===== config.mk =====
export PLATFORM = sky130hd
export DESIGN_NAME = sdi_delay_rx_flat
export DESIGN_NICKNAME = d
export VERILOG_FILES = /design/src/rtl/sdi_delay_rx_if.sv /design/src/rtl/sdi_delay_rx.sv /design/src/flat_wrapper.sv
export SDC_FILE = /design/constraint.sdc
export NUM_CORES = 1
export LEC_CHECK = 0
export BUFFER_PORTS_ARGS = -buffer_cell sky130_fd_sc_hd__buf_2
export CAP_MARGIN = 10
export CORE_MARGIN = 2
export CORE_UTILIZATION = 50
export CTS_CLUSTER_DIAMETER = 50
export DETAILED_ROUTE_END_ITERATION = 6
export PLACE_DENSITY = 0.74
export SYNTH_ARGS = -nofsm -noshare
export SYNTH_HDL_FRONTEND = slang
export SYNTH_SLANG_ARGS = --single-unit

===== constraint.sdc =====
create_clock -name Clk -period 2.4 [get_ports Clk]
set_input_delay 0 -clock Clk [delete_from_list [all_inputs] [get_ports Clk]]
set_output_delay 0 -clock Clk [all_outputs]
set_load 0.1 [all_outputs]

===== src/rtl/sdi_delay_rx_if.sv =====
// Serial delay-chip lines (EN/SDIN/SCLK/SLOAD) plus the receiver's committed-word outputs.
// master drives the serial lines; slave is the receiver.
interface sdi_delay_rx_if #(
  parameter int N_CH   = 8,
  parameter int DATA_W = 11
);
  logic [N_CH-1:0]        EN;
  logic                   SDIN;
  logic                   SCLK;
  logic                   SLOAD;
  logic [N_CH*DATA_W-1:0] Dly_out;
  logic [N_CH-1:0]        Dly_valid;
  logic                   Frame_err;
  logic [1:0]             Err_code;
  logic                   Busy;

  modport master (
    output EN, SDIN, SCLK, SLOAD,
    input  Dly_out, Dly_valid, Frame_err, Err_code, Busy
  );
  modport slave (
    input  EN, SDIN, SCLK, SLOAD,
    output Dly_out, Dly_valid, Frame_err, Err_code, Busy
  );
endinterface


===== src/rtl/sdi_delay_rx.sv =====
// Oversampling receiver for the NB6L295 serial delay interface; commits framed words to per-channel registers.
// Optional macro SDI_RX_ENCHECK_EN: reject multi-hot EN instead of broadcasting the word.
module sdi_delay_ch #(
  parameter int DATA_W = 11
) (
  input  logic              Clk,
  input  logic              Reset,
  input  logic              we,
  input  logic [DATA_W-1:0] din,
  output logic [DATA_W-1:0] dout,
  output logic              vld
);
  always_ff @(posedge Clk) begin
    if (Reset) begin
      dout <= '0;
      vld  <= 1'b0;
    end else begin
      vld <= we;
      if (we) dout <= din;
    end
  end
endmodule

module sdi_delay_rx #(
  parameter int DATA_W   = 11,
  parameter int MAX_BITS = 12,
  parameter int N_CH     = 8
) (
  input logic           Clk,
  input logic           Reset,
  sdi_delay_rx_if.slave bus
);
  typedef enum logic [1:0] {IDLE, SHIFT, LOAD, HOLD} state_t;

  localparam logic [4:0] DW5 = 5'(DATA_W);
  localparam logic [4:0] MB5 = 5'(MAX_BITS);

  state_t                       state;
  logic [N_CH-1:0]              en_m, en_s, snap;
  logic                         sdin_m, sdin_s;
  logic                         sclk_m, sclk_s, sclk_d;
  logic                         sload_m, sload_s, sload_d;
  logic [1:0]                   settle;
  logic [4:0]                   cnt;
  logic [DATA_W-1:0]            sr;
  logic                         frame_err;
  logic [1:0]                   err_code;
  logic                         sclk_rise, sload_rise, len_ok, multi_rej;
  logic [N_CH-1:0]              sel, we, vld;
  logic [N_CH-1:0][DATA_W-1:0]  dly_q;

  assign sclk_rise  = sclk_s & ~sclk_d;
  assign sload_rise = sload_s & ~sload_d;
  assign sel        = ~snap;
  assign len_ok     = (cnt >= DW5) && (cnt <= MB5);

`ifdef SDI_RX_ENCHECK_EN
  assign multi_rej = ($countones(sel) > 1);
`else
  assign multi_rej = 1'b0;
`endif

  // Synchronizers reset to 0, which reads as "EN active"; settle keeps IDLE
  // from arming on that until real EN values have reached en_s.
  always_ff @(posedge Clk) begin
    if (Reset) begin
      {en_m, en_s}       <= '0;
      {sdin_m, sdin_s}   <= '0;
      {sclk_m, sclk_s}   <= '0;
      {sload_m, sload_s} <= '0;
      sclk_d             <= 1'b0;
      sload_d            <= 1'b0;
      settle             <= '0;
    end else begin
      en_m    <= bus.EN;    en_s    <= en_m;
      sdin_m  <= bus.SDIN;  sdin_s  <= sdin_m;
      sclk_m  <= bus.SCLK;  sclk_s  <= sclk_m;
      sload_m <= bus.SLOAD; sload_s <= sload_m;
      sclk_d  <= sclk_s;
      sload_d <= sload_s;
      settle  <= {settle[0], 1'b1};
    end
  end

  always_ff @(posedge Clk) begin
    if (Reset) begin
      state     <= IDLE;
      snap      <= '1;
      cnt       <= '0;
      sr        <= '0;
      frame_err <= 1'b0;
      err_code  <= 2'b00;
    end else begin
      frame_err <= 1'b0;
      case (state)
        IDLE: begin
          cnt <= '0;
          sr  <= '0;
          if (settle[1] && !(&en_s) && !sload_s) begin
            snap  <= en_s;
            state <= SHIFT;
          end
        end
        SHIFT: begin
          if (en_s != snap) begin
            frame_err <= 1'b1;
            err_code  <= 2'b10;
            state     <= IDLE;
          end else begin
            // A coincident SCLK edge is counted before moving to LOAD.
            if (sclk_rise) begin
              if (cnt < DW5) sr <= {sr[DATA_W-2:0], sdin_s};
              if (cnt != 5'd31) cnt <= cnt + 5'd1;
            end
            if (sload_rise) state <= LOAD;
          end
        end
        LOAD: begin
          if (!len_ok) begin
            frame_err <= 1'b1;
            err_code  <= 2'b01;
          end else if (multi_rej) begin
            frame_err <= 1'b1;
            err_code  <= 2'b11;
          end
          state <= HOLD;
        end
        HOLD: if (!sload_s) state <= IDLE;
        default: state <= IDLE;
      endcase
    end
  end

  assign we = (state == LOAD && len_ok && !multi_rej) ? sel : '0;

  for (genvar k = 0; k < N_CH; k++) begin : g_ch
    sdi_delay_ch #(.DATA_W(DATA_W)) u_ch (
      .Clk  (Clk),
      .Reset(Reset),
      .we   (we[k]),
      .din  (sr),
      .dout (dly_q[k]),
      .vld  (vld[k])
    );
  end

  assign bus.Dly_out   = dly_q;
  assign bus.Dly_valid = vld;
  assign bus.Frame_err = frame_err;
  assign bus.Err_code  = err_code;
  assign bus.Busy      = (state != IDLE);
endmodule

===== src/flat_wrapper.sv =====
// flat-port wrapper written by rule: the top's interface ports become plain ports
module sdi_delay_rx_flat 
#(
  parameter int DATA_W   = 11,
  parameter int MAX_BITS = 12,
  parameter int N_CH     = 8
)
  (Clk, Reset, bus_EN, bus_SDIN, bus_SCLK, bus_SLOAD, bus_Dly_out, bus_Dly_valid, bus_Frame_err, bus_Err_code, bus_Busy);
  sdi_delay_rx_if #(.N_CH(N_CH), .DATA_W(DATA_W)) bus_i ();
  input logic Clk;
  input logic Reset;
  input wire logic [$bits(bus_i.EN)-1:0] bus_EN;
  input wire logic [$bits(bus_i.SDIN)-1:0] bus_SDIN;
  input wire logic [$bits(bus_i.SCLK)-1:0] bus_SCLK;
  input wire logic [$bits(bus_i.SLOAD)-1:0] bus_SLOAD;
  output wire logic [$bits(bus_i.Dly_out)-1:0] bus_Dly_out;
  output wire logic [$bits(bus_i.Dly_valid)-1:0] bus_Dly_valid;
  output wire logic [$bits(bus_i.Frame_err)-1:0] bus_Frame_err;
  output wire logic [$bits(bus_i.Err_code)-1:0] bus_Err_code;
  output wire logic [$bits(bus_i.Busy)-1:0] bus_Busy;
  assign bus_i.EN = bus_EN;
  assign bus_i.SDIN = bus_SDIN;
  assign bus_i.SCLK = bus_SCLK;
  assign bus_i.SLOAD = bus_SLOAD;
  assign bus_Dly_out = bus_i.Dly_out;
  assign bus_Dly_valid = bus_i.Dly_valid;
  assign bus_Frame_err = bus_i.Frame_err;
  assign bus_Err_code = bus_i.Err_code;
  assign bus_Busy = bus_i.Busy;
  sdi_delay_rx #(.DATA_W(DATA_W), .MAX_BITS(MAX_BITS), .N_CH(N_CH)) u_core (.Clk(Clk), .Reset(Reset), .bus(bus_i));
endmodule

==> metrics.txt, run 1 <==
result of the run=completed; met3 Resource Use GR=7.232%; met1 capacity usage during global routing=30.29%; netlist area before placement=5608 sq um; Hold Fails Final Rpt=0; data required time of the critical path=2.84 ns; antenna cell count=0; overall die width=109.9 um; Slew headroom=53.81%; share of the cycle needed by the critical path after routing=90.67%; Core Rows=38; Setup Total Neg Slack=0 ns; achievable frequency=0.4596 GHz; insertion delay of the later-clocked pin in the worst-skew pair=0.53 ns; max-capacitance violation count=0; count of synthesis-stage warnings from yosys=0; antenna violations before repair=0; Yosys reg bits=151; Critical Path Max Stage Delay=0.37 ns; Filler Cell Count=875; Starting Density=51.51%; switching fraction of total power=22.47%; pin count of the biggest net entering global routing=71; vias in the first global route=4648; post-placement cell area=6254 sq um; top_reg_cell synth=sky130_fd_sc_hd__dfxtp_1; setup repair after global routing missed its margin=no; TritonCTS clock tree=built; area used by sequential logic in the layout=3023 sq um; part of the total power dissipated in sequential elements=45.8%; number of detailed-route iterations in the first pass=6; average via count per standard cell=5.457; Gate Count Post-Synth=650; Worst Slack Setup Final=0.2240 ns; arrival time worst endpoint=2.62 ns; Final GP Congestion=0.8075; routed vias=4928; synthesized netlist net count=671; CORE AREA=10890 sq um; number of different library cells in the post-synthesis netlist=38; setup skew after layout=0.008327 ns; Leakage=2.915 nW; commonest non-fill, non-tap cell in the layout=sky130_fd_sc_hd__dfxtp_1; net switching power figure=1.262 mW; iteration-0 DRC count of the detailed router=525; Worst Path Class, Setup=reg2reg; Routed WL per cell=16.13 um; Area growth syn-to-layout=24.54%; number of H-tree branching levels=4; internal power component=4.354 mW; post-cts repair resize count=0; largest fanout on the critical path=38; clock group share of total power=48.6%; IR drop worst, VDD=0.0003700 V; total power per unit cell area=804.1 nW/um^2; Min Clock Period, post-route=2.176 ns; sequence of cells on the critical path=inv_1 > ha_1 > o2111ai_4 > buf_4 > nor2_1 > buf_4 > nand2_1 > a21oi_1; EDFF count, synth=0; Die Area=12080 sq um; met2 track demand over resource=41.28%; measured slew at the worst slew-check pin=0.6904 ns; crit-path leading delay family=buffers and inverters; multi-input combinational cell area=2297 sq um; type of the tightest min-delay check=in2reg; die boundary height=109.9 um; clock root buffer=sky130_fd_sc_hd__clkbuf_8; asr flop ratio synth=0%; Slew Limit Fails=0; Tot GR Track Use=25.20%; I/O pin cnt=113; Final HPWL DP=9.228 mm; WHS=0.2065 ns; overflow left after global routing=0; synthesized area per cell=8.628 sq um; combinational power share=5.6%; PnR Total Power=5.616 mW; clk sink count=151; busiest grt layer=met2; setup violation total in the final timing report=0; number of remaining DRC errors=0; number of buffers on the longest clock path=2; Placement Setup Slack=0.3329 ns; startpoint types=flop; Post-CTS Repair Setup Buffers=0; first-pass GRT wire length=22.98 mm; Design Area, Final=6984 sq um; share of final-layout standard cells stronger than drive strength 1=22.28%; Post-CTS Hold Fix Bufs=12; highest-count cells in the layout ignoring fill and taps=sky130_fd_sc_hd__dfxtp_1, sky130_fd_sc_hd__nand2_1, sky130_fd_sc_hd__buf_2; register clock-pin slew on the reported worst setup and hold paths=0.06 ns; # nets final=772; worst-path cell with the longest stage delay=sky130_fd_sc_hd__dfxtp_1; Buf+Inv Stages, Crit Path=3; number of buffers inserted by port buffering=112; remaining number of nets flagged by the antenna check after routing=0; aggregate routed wire length=14.56 mm; total CTS buffers=17; part of the Yosys area used for sequential elements=53.90%; endpoint kind of the worst setup timing path=flop; most repeated library cell on the critical path=sky130_fd_sc_hd__buf_4
==> stage by stage <==
stage               instances  util, %
detailed placement        860    57.44
CTS                       903    64.15
global route              903    64.15
global placement          860    57.44
floorplan                 650        -
finish                    903    64.15
==> worst paths after layout <==
check                           slack, ns                           to  depth (start not counted)             from
worst max-delay path                 0.22  u_core.g_ch[2].u_ch.dout[6]                          8  u_core.state[0]
worst min-delay path                 0.21                u_core.sdin_m                          3         bus_SDIN
worst max register to register       0.22  u_core.g_ch[2].u_ch.dout[6]                          8  u_core.state[0]
worst min register to register       0.43               u_core.en_s[6]                          1   u_core.en_m[6]
==> tightest hold or removal path, cell delays in order <==
cell                            delay (ns)
sky130_fd_sc_hd__dlygate4sd3_1        0.51
sky130_fd_sc_hd__buf_2                0.09
sky130_fd_sc_hd__nor2b_1              0.10
==> power groups by stage <==
stage | sequential (mW) | clock (mW) | combinational [mW]
final | 2.57 | 2.73 | 0.315
after global routing | 2.57 | 2.87 | 0.343
after CTS | 2.57 | 2.75 | 0.312
after detailed placement | 2.62 | 0 | 0.293
after global placement | 2.62 | 0 | 0.286
after floorplan | 2.67 | 0 | 0.171
==> flip-flops by register name (all words and copies together), names as in the netlist, 2 cells and up, named ones only <==
| signal | count |
|---|---|
| u_core.bus.Err_code | 2 |
| u_core.cnt | 5 |
| u_core.en_m | 8 |
| u_core.en_s | 8 |
| u_core.g_ch.u_ch.dout | 88 |
| u_core.g_ch.u_ch.vld | 8 |
| u_core.settle | 2 |
| u_core.snap | 8 |
| u_core.sr | 11 |
==> synthesized netlist by cell type (2+ instances only) <==
cell	instances	area share, %
sky130_fd_sc_hd__a21oi_1	92	8.2
sky130_fd_sc_hd__and3_1	5	0.56
sky130_fd_sc_hd__clkbuf_1	49	3.3
sky130_fd_sc_hd__buf_1	6	0.40
sky130_fd_sc_hd__nor4_2	2	0.45
sky130_fd_sc_hd__nand2_1	125	8.4
sky130_fd_sc_hd__nor3_1	9	0.80
sky130_fd_sc_hd__xor2_1	8	1.2
sky130_fd_sc_hd__mux2i_1	19	3.4
sky130_fd_sc_hd__nand2b_1	3	0.33
sky130_fd_sc_hd__buf_4	8	1.1
sky130_fd_sc_hd__nand3_1	6	0.54
sky130_fd_sc_hd__nor2_1	10	0.67
sky130_fd_sc_hd__dfxtp_1	151	54
sky130_fd_sc_hd__inv_1	5	0.33
sky130_fd_sc_hd__a311oi_1	2	0.31
sky130_fd_sc_hd__nor2b_1	30	3.3
sky130_fd_sc_hd__ha_1	8	1.8
sky130_fd_sc_hd__o21ai_0	92	8.2
sky130_fd_sc_hd__nand4_1	2	0.22
==> layer usage <==
metal	part of all wire, %	up-vias
met5	0	-
met4	3.3	0
met3	7.9	38
met2	49	229
met1	39	2280
li1	-	2381
==> cells by family (layout without fill, tap and decap cells) <==
family / after synthesis / in the layout / synth area share (%)
and+or+nand+nor: 197 / 197 / 15.98
AOI/OAI and AO/OA: 196 / 196 / 18.25
DFF: 151 / 151 / 53.90
buffers and inverters: 71 / 184 / 5.444
muxes: 19 / 19 / 3.391
adders and majority gates: 8 / 8 / 1.785
xor gates and xnor gates: 8 / 8 / 1.249
==> final cells by class <==
class | instances | area share [%]
Clock inverter | 11 | 2.508
Sequential cell | 151 | 43.28
Tap cell | 140 | 2.508
Timing Repair Buffer | 147 | 12.25
Multi-Input combinational cell | 428 | 32.89
Inverter | 6 | 0.3225
Clock buffer | 20 | 6.234
Note: power is estimated with default switching activity, not from simulation.
==> inputs of run 2 (changes only) <==
--- a/config.mk
+++ b/config.mk
@@ -9,6 +9,7 @@
 export CAP_MARGIN = 10
 export CORE_MARGIN = 2
 export CORE_UTILIZATION = 50
+export CTS_BUF_LIST = sky130_fd_sc_hd__clkbuf_8
 export CTS_CLUSTER_DIAMETER = 50
 export DETAILED_ROUTE_END_ITERATION = 6
 export PLACE_DENSITY = 0.74
==> metrics.txt, run 2 (synthesis results as in run 1) <==
part of the total power dissipated in sequential elements=51.9%; pin count of the biggest net entering global routing=71; internal power component=3.784 mW; antenna cell count=0; number of buffers on the longest clock path=2; Hold Fails Final Rpt=0; Top reg by flops=u_core.g_ch.u_ch.dout; measured slew at the worst slew-check pin=0.7032 ns; post-cts repair resize count=0; first-pass GRT wire length=22.34 mm; max-capacitance violation count=0; Area growth syn-to-layout=21.15%; Die Area=12080 sq um; total power per unit cell area=727.7 nW/um^2; TritonCTS clock tree=built; arrival time worst endpoint=2.51 ns; clock root buffer=sky130_fd_sc_hd__clkbuf_8; setup violation total in the final timing report=0; net switching power figure=1.159 mW; clk sink count=151; iteration-0 DRC count of the detailed router=406; commonest non-fill, non-tap cell in the layout=sky130_fd_sc_hd__dfxtp_1; data required time of the critical path=2.76 ns; clock group share of total power=41.8%; die boundary height=109.9 um; antenna violations before repair=0; Slew headroom=52.94%; number of H-tree branching levels=4; largest fanout on the critical path=38; Post-CTS Repair Setup Buffers=0; Leakage=2.837 nW; total CTS buffers=17; Final GP Congestion=0.8075; setup skew after layout=0.01227 ns; number of detailed-route iterations in the first pass=6; type of the tightest min-delay check=in2reg; achievable frequency=0.4642 GHz; largest registers ranked by flip-flop count=u_core.g_ch.u_ch.dout (88), u_core.sr (11); combinational power share=6.3%; Core Rows=38; endpoint kind of the worst setup timing path=flop; Worst Path Class, Setup=reg2reg; overall die width=109.9 um; # nets final=771; highest-count cells in the layout ignoring fill and taps=sky130_fd_sc_hd__dfxtp_1, sky130_fd_sc_hd__nand2_1, sky130_fd_sc_hd__buf_2; share of final-layout standard cells stronger than drive strength 1=22.31%; IR drop worst, VDD=0.0003406 V; result of the run=completed; insertion delay of the later-clocked pin in the worst-skew pair=0.45 ns; Min Clock Period, post-route=2.154 ns; share of the cycle needed by the critical path after routing=89.77%; Tot GR Track Use=24.24%; vias in the first global route=4542; Setup Total Neg Slack=0 ns; startpoint types=flop; number of remaining DRC errors=0; routed vias=4888; I/O pin cnt=113; register clock-pin slew on the reported worst setup and hold paths=0.08 ns; Largest register FFs=88; remaining number of nets flagged by the antenna check after routing=0; PnR Total Power=4.944 mW; average via count per standard cell=5.419; setup repair after global routing missed its margin=no; switching fraction of total power=23.45%; aggregate routed wire length=14.02 mm; Slew Limit Fails=0; Routed WL per cell=15.54 um; Starting Density=51.51%; number of buffers inserted by port buffering=112; Final HPWL DP=9.228 mm; CORE AREA=10890 sq um; overflow left after global routing=0
==> run 2: final cells by class <==
class	count	area (sq um)
clock inverters	13	182.7
clock buffers	18	247.7
multi-input cells	428	2297
repair buffers	146	845.8
inverters	6	22.52
flip-flops and latches	151	3023
fillers	911	4094
well taps	140	175.2
==> run 2: metrics by stage <==
step | setup slack (ns) | std cells | hold WS [ns] | utilization (%) | cell area (sq um)
2_1_floorplan | 0.08797 | 650 | 0.1282 | - | 5608
5_1_grt | 0.05679 | 902 | 0.08995 | 62.40 | 6794
6_report | 0.2456 | 902 | 0.07189 | 62.40 | 6794
3_3_place_gp | 0.4160 | 860 | 0.2069 | 57.44 | 6254
3_5_place_dp | 0.3329 | 860 | 0.2116 | 57.44 | 6254
4_1_cts | 0.2790 | 902 | 0.05422 | 62.40 | 6794
==> run 2: power groups by stage <==
stage,logic (mW),clock network [mW],registers (mW)
floorplan,0.171,0,2.67
global placement,0.286,0,2.62
detailed placement,0.293,0,2.62
CTS,0.308,2.10,2.57
global route,0.338,2.22,2.57
finish,0.310,2.07,2.57
==> run 2: worst max-delay path, stage by stage, from the launching register on <==
cell and delay (ns):
sky130_fd_sc_hd__dfxtp_1 0.37, sky130_fd_sc_hd__inv_1 0.13, sky130_fd_sc_hd__ha_1 0.31, sky130_fd_sc_hd__o2111ai_4 0.31, sky130_fd_sc_hd__buf_4 0.34, sky130_fd_sc_hd__nor2_1 0.12, sky130_fd_sc_hd__buf_4 0.19, sky130_fd_sc_hd__nand2_1 0.08
sky130_fd_sc_hd__a21oi_1 0.22
==> run 2: worst paths after layout <==
kind / from / to / depth (start not counted) / slack [ns]
setup / recovery: u_core.state[0] / u_core.g_ch[2].u_ch.dout[6] / 8 / 0.25
hold / removal: Reset / u_core.sr[10] / 4 / 0.07
hold reg to reg: u_core.en_m[6] / u_core.en_s[6] / 1 / 0.43
setup reg to reg: u_core.state[0] / u_core.g_ch[2].u_ch.dout[6] / 8 / 0.25
==> run 2: timing repair <==
item,4_1_cts,5_1_grt
setup endpoints to repair,0,0
endpoints found under the hold margin,11,0
hold buffers,11,0
==> run 2: layer usage <==
layer	share of wire, %	GRT usage (%)	wire length (um)	vias to the layer above
li1	-	-	-	2377
met1	41	30.58	5785	2289
met2	49	39.88	6865	187
met3	6.9	5.987	962	35
met4	2.9	9.313	402	0
met5	0	0	0	-
==> inputs of run 3 (changes only) <==
--- a/config.mk
+++ b/config.mk
@@ -12,7 +12,7 @@
 export CTS_BUF_LIST = sky130_fd_sc_hd__clkbuf_8
 export CTS_CLUSTER_DIAMETER = 50
 export DETAILED_ROUTE_END_ITERATION = 6
-export PLACE_DENSITY = 0.74
+export PLACE_DENSITY = 0.75
 export SYNTH_ARGS = -nofsm -noshare
 export SYNTH_HDL_FRONTEND = slang
 export SYNTH_SLANG_ARGS = --single-unit
==> metrics.txt, run 3 (synthesis results as in run 1) <==
overflow left after global routing=0; setup violation total in the final timing report=0; measured slew at the worst slew-check pin=0.7494 ns; post-placement cell area=6193 sq um; Final HPWL DP=8.956 mm; sum of met2 wire segment lengths after detailed routing=6.871 mm; Largest register FFs=88; antenna cell count=0; sequence of cells on the critical path=xor2_1 > nor4_2 > nand3_2 > a2111o_1 > mux2i_1; Reg-to-Reg Start=u_core.en_s[5]; startpoint types=flop; max-capacitance violation count=0; crit path from=u_core.en_s[5]; total length of routed met3 wires=975 um; first-pass GRT wire length=21.81 mm; share of final-layout standard cells stronger than drive strength 1=21.83%; Design Area, Final=6683 sq um; Core Rows=38; number of buffers inserted by port buffering=112; type of the tightest min-delay check=in2reg; I/O pin cnt=113; insertion delay of the later-clocked pin in the worst-skew pair=0.45 ns; achievable frequency=0.4500 GHz; antenna violations before repair=0; average via count per standard cell=5.368; Top reg by flops=u_core.g_ch.u_ch.dout; total power per unit cell area=700.7 nW/um^2; endpoint kind of the worst setup timing path=flop; detailed-route wire length on metal 1=5.816 mm; # nets final=764; Starting Density=51.51%; TritonCTS clock tree=built; worst-path cell with the longest stage delay=sky130_fd_sc_hd__a2111o_1; clock root buffer=sky130_fd_sc_hd__clkbuf_8; routed vias=4810; pin count of the biggest net entering global routing=78; Post-CTS Repair Setup Buffers=0; post-cts repair resize count=0; highest-count cells in the layout ignoring fill and taps=sky130_fd_sc_hd__dfxtp_1, sky130_fd_sc_hd__nand2_1, sky130_fd_sc_hd__buf_2; number of H-tree branching levels=4; Slew Limit Fails=0; Worst Path Class, Setup=reg2reg; result of the run=completed; Tot GR Track Use=23.71%; Area growth syn-to-layout=19.17%; Hold Fails Final Rpt=0; Final GP Congestion=0.7756; top layer reached by signal wires=met4; largest registers ranked by flip-flop count=u_core.g_ch.u_ch.dout (88), u_core.sr (11); Worst Slack Setup Final=0.1776 ns; Routed WL per cell=15.57 um; data required time of the critical path=2.70 ns; crit-path leading delay family=simple AND/OR/NAND/NOR gates; remaining number of nets flagged by the antenna check after routing=0; arrival time worst endpoint=2.52 ns; die boundary height=109.9 um; vias in the first global route=4426; Die Area=12080 sq um; clk sink count=151; commonest non-fill, non-tap cell in the layout=sky130_fd_sc_hd__dfxtp_1; setup skew after layout=0.01805 ns; Leakage=2.776 nW; IR drop worst, VDD=0.0003261 V; setup repair after global routing missed its margin=no; Slew headroom=50.04%; overall die width=109.9 um; Min Clock Period, post-route=2.222 ns; Post-CTS Hold Fix Bufs=12; startpoint of the tightest hold check path=bus_EN[2]; largest fanout on the critical path=11; Critical Path Max Stage Delay=0.67 ns; total CTS buffers=17; number of remaining DRC errors=0; PnR Total Power=4.682 mW; Buf+Inv Stages, Crit Path=0; register clock-pin slew on the reported worst setup and hold paths=0.09 ns; iteration-0 DRC count of the detailed router=374; CORE AREA=10890 sq um; number of detailed-route iterations in the first pass=5; aggregate routed wire length=13.95 mm; share of the cycle needed by the critical path after routing=92.60%; Placement Setup Slack=0.2195 ns; number of buffers on the longest clock path=2; Setup Total Neg Slack=0 ns
run 3: cell count changes in the layout (fill, tap and decap cells not counted), sizes merged:
cell | previous run | this run
dlygate4sd3 | 11 | 12
clkbuf | 18 | 17
inv | 7 | 14
clkinvlp | 5 | 2
bufinv | 4 | 0
buf | 135 | 127
clkinv | 3 | 5
run 3: worst paths after layout:
check | end | slack [ns] | depth (start not counted)
hold reg to reg | u_core.sload_s | 0.43 | 1
setup reg to reg | u_core.sr[8] | 0.18 | 5
setup / recovery | u_core.sr[8] | 0.18 | 5
hold / removal | u_core.en_m[2] | 0.28 | 3
run 3: metrics by stage:
stage,util [%],hold WS [ns],std cells
final,61.38,0.2819,896
after global routing,61.38,0.2691,896
after CTS,61.38,0.2535,896
after detailed placement,56.88,0.2149,852
after global placement,56.88,0.2072,852
after floorplan,-,0.1282,650
run 3: area by class of cell:
| class | instances | area [sq um] |
|---|---|---|
| fillers | 897 | 4205 |
| clock buffers | 17 | 234.0 |
| repair buffers | 139 | 795.8 |
| inverters | 6 | 22.52 |
| well taps | 140 | 175.2 |
| multi-input cells | 428 | 2297 |
| clock inverters | 15 | 135.1 |
| flip-flops and latches | 151 | 3023 |
run 3: worst min-delay path, cell delays in order:
cell	delay, ns
sky130_fd_sc_hd__dlygate4sd3_1	0.51
sky130_fd_sc_hd__buf_2	0.09
sky130_fd_sc_hd__nor2b_1	0.10
run 3: power by group:
part | total (mW) | internal (mW) | switching (mW)
Clock | 1.81 | 0.760 | 1.05
Combinational | 0.311 | 0.0952 | 0.216
Sequential | 2.57 | 2.54 | 0.0232
run 3: layer usage:
layer | track usage, % | vias up
li1 | - | 2365
met1 | 30.41 | 2260
met2 | 38.96 | 161
met3 | 5.453 | 24
met4 | 8.590 | 0
met5 | 0 | -
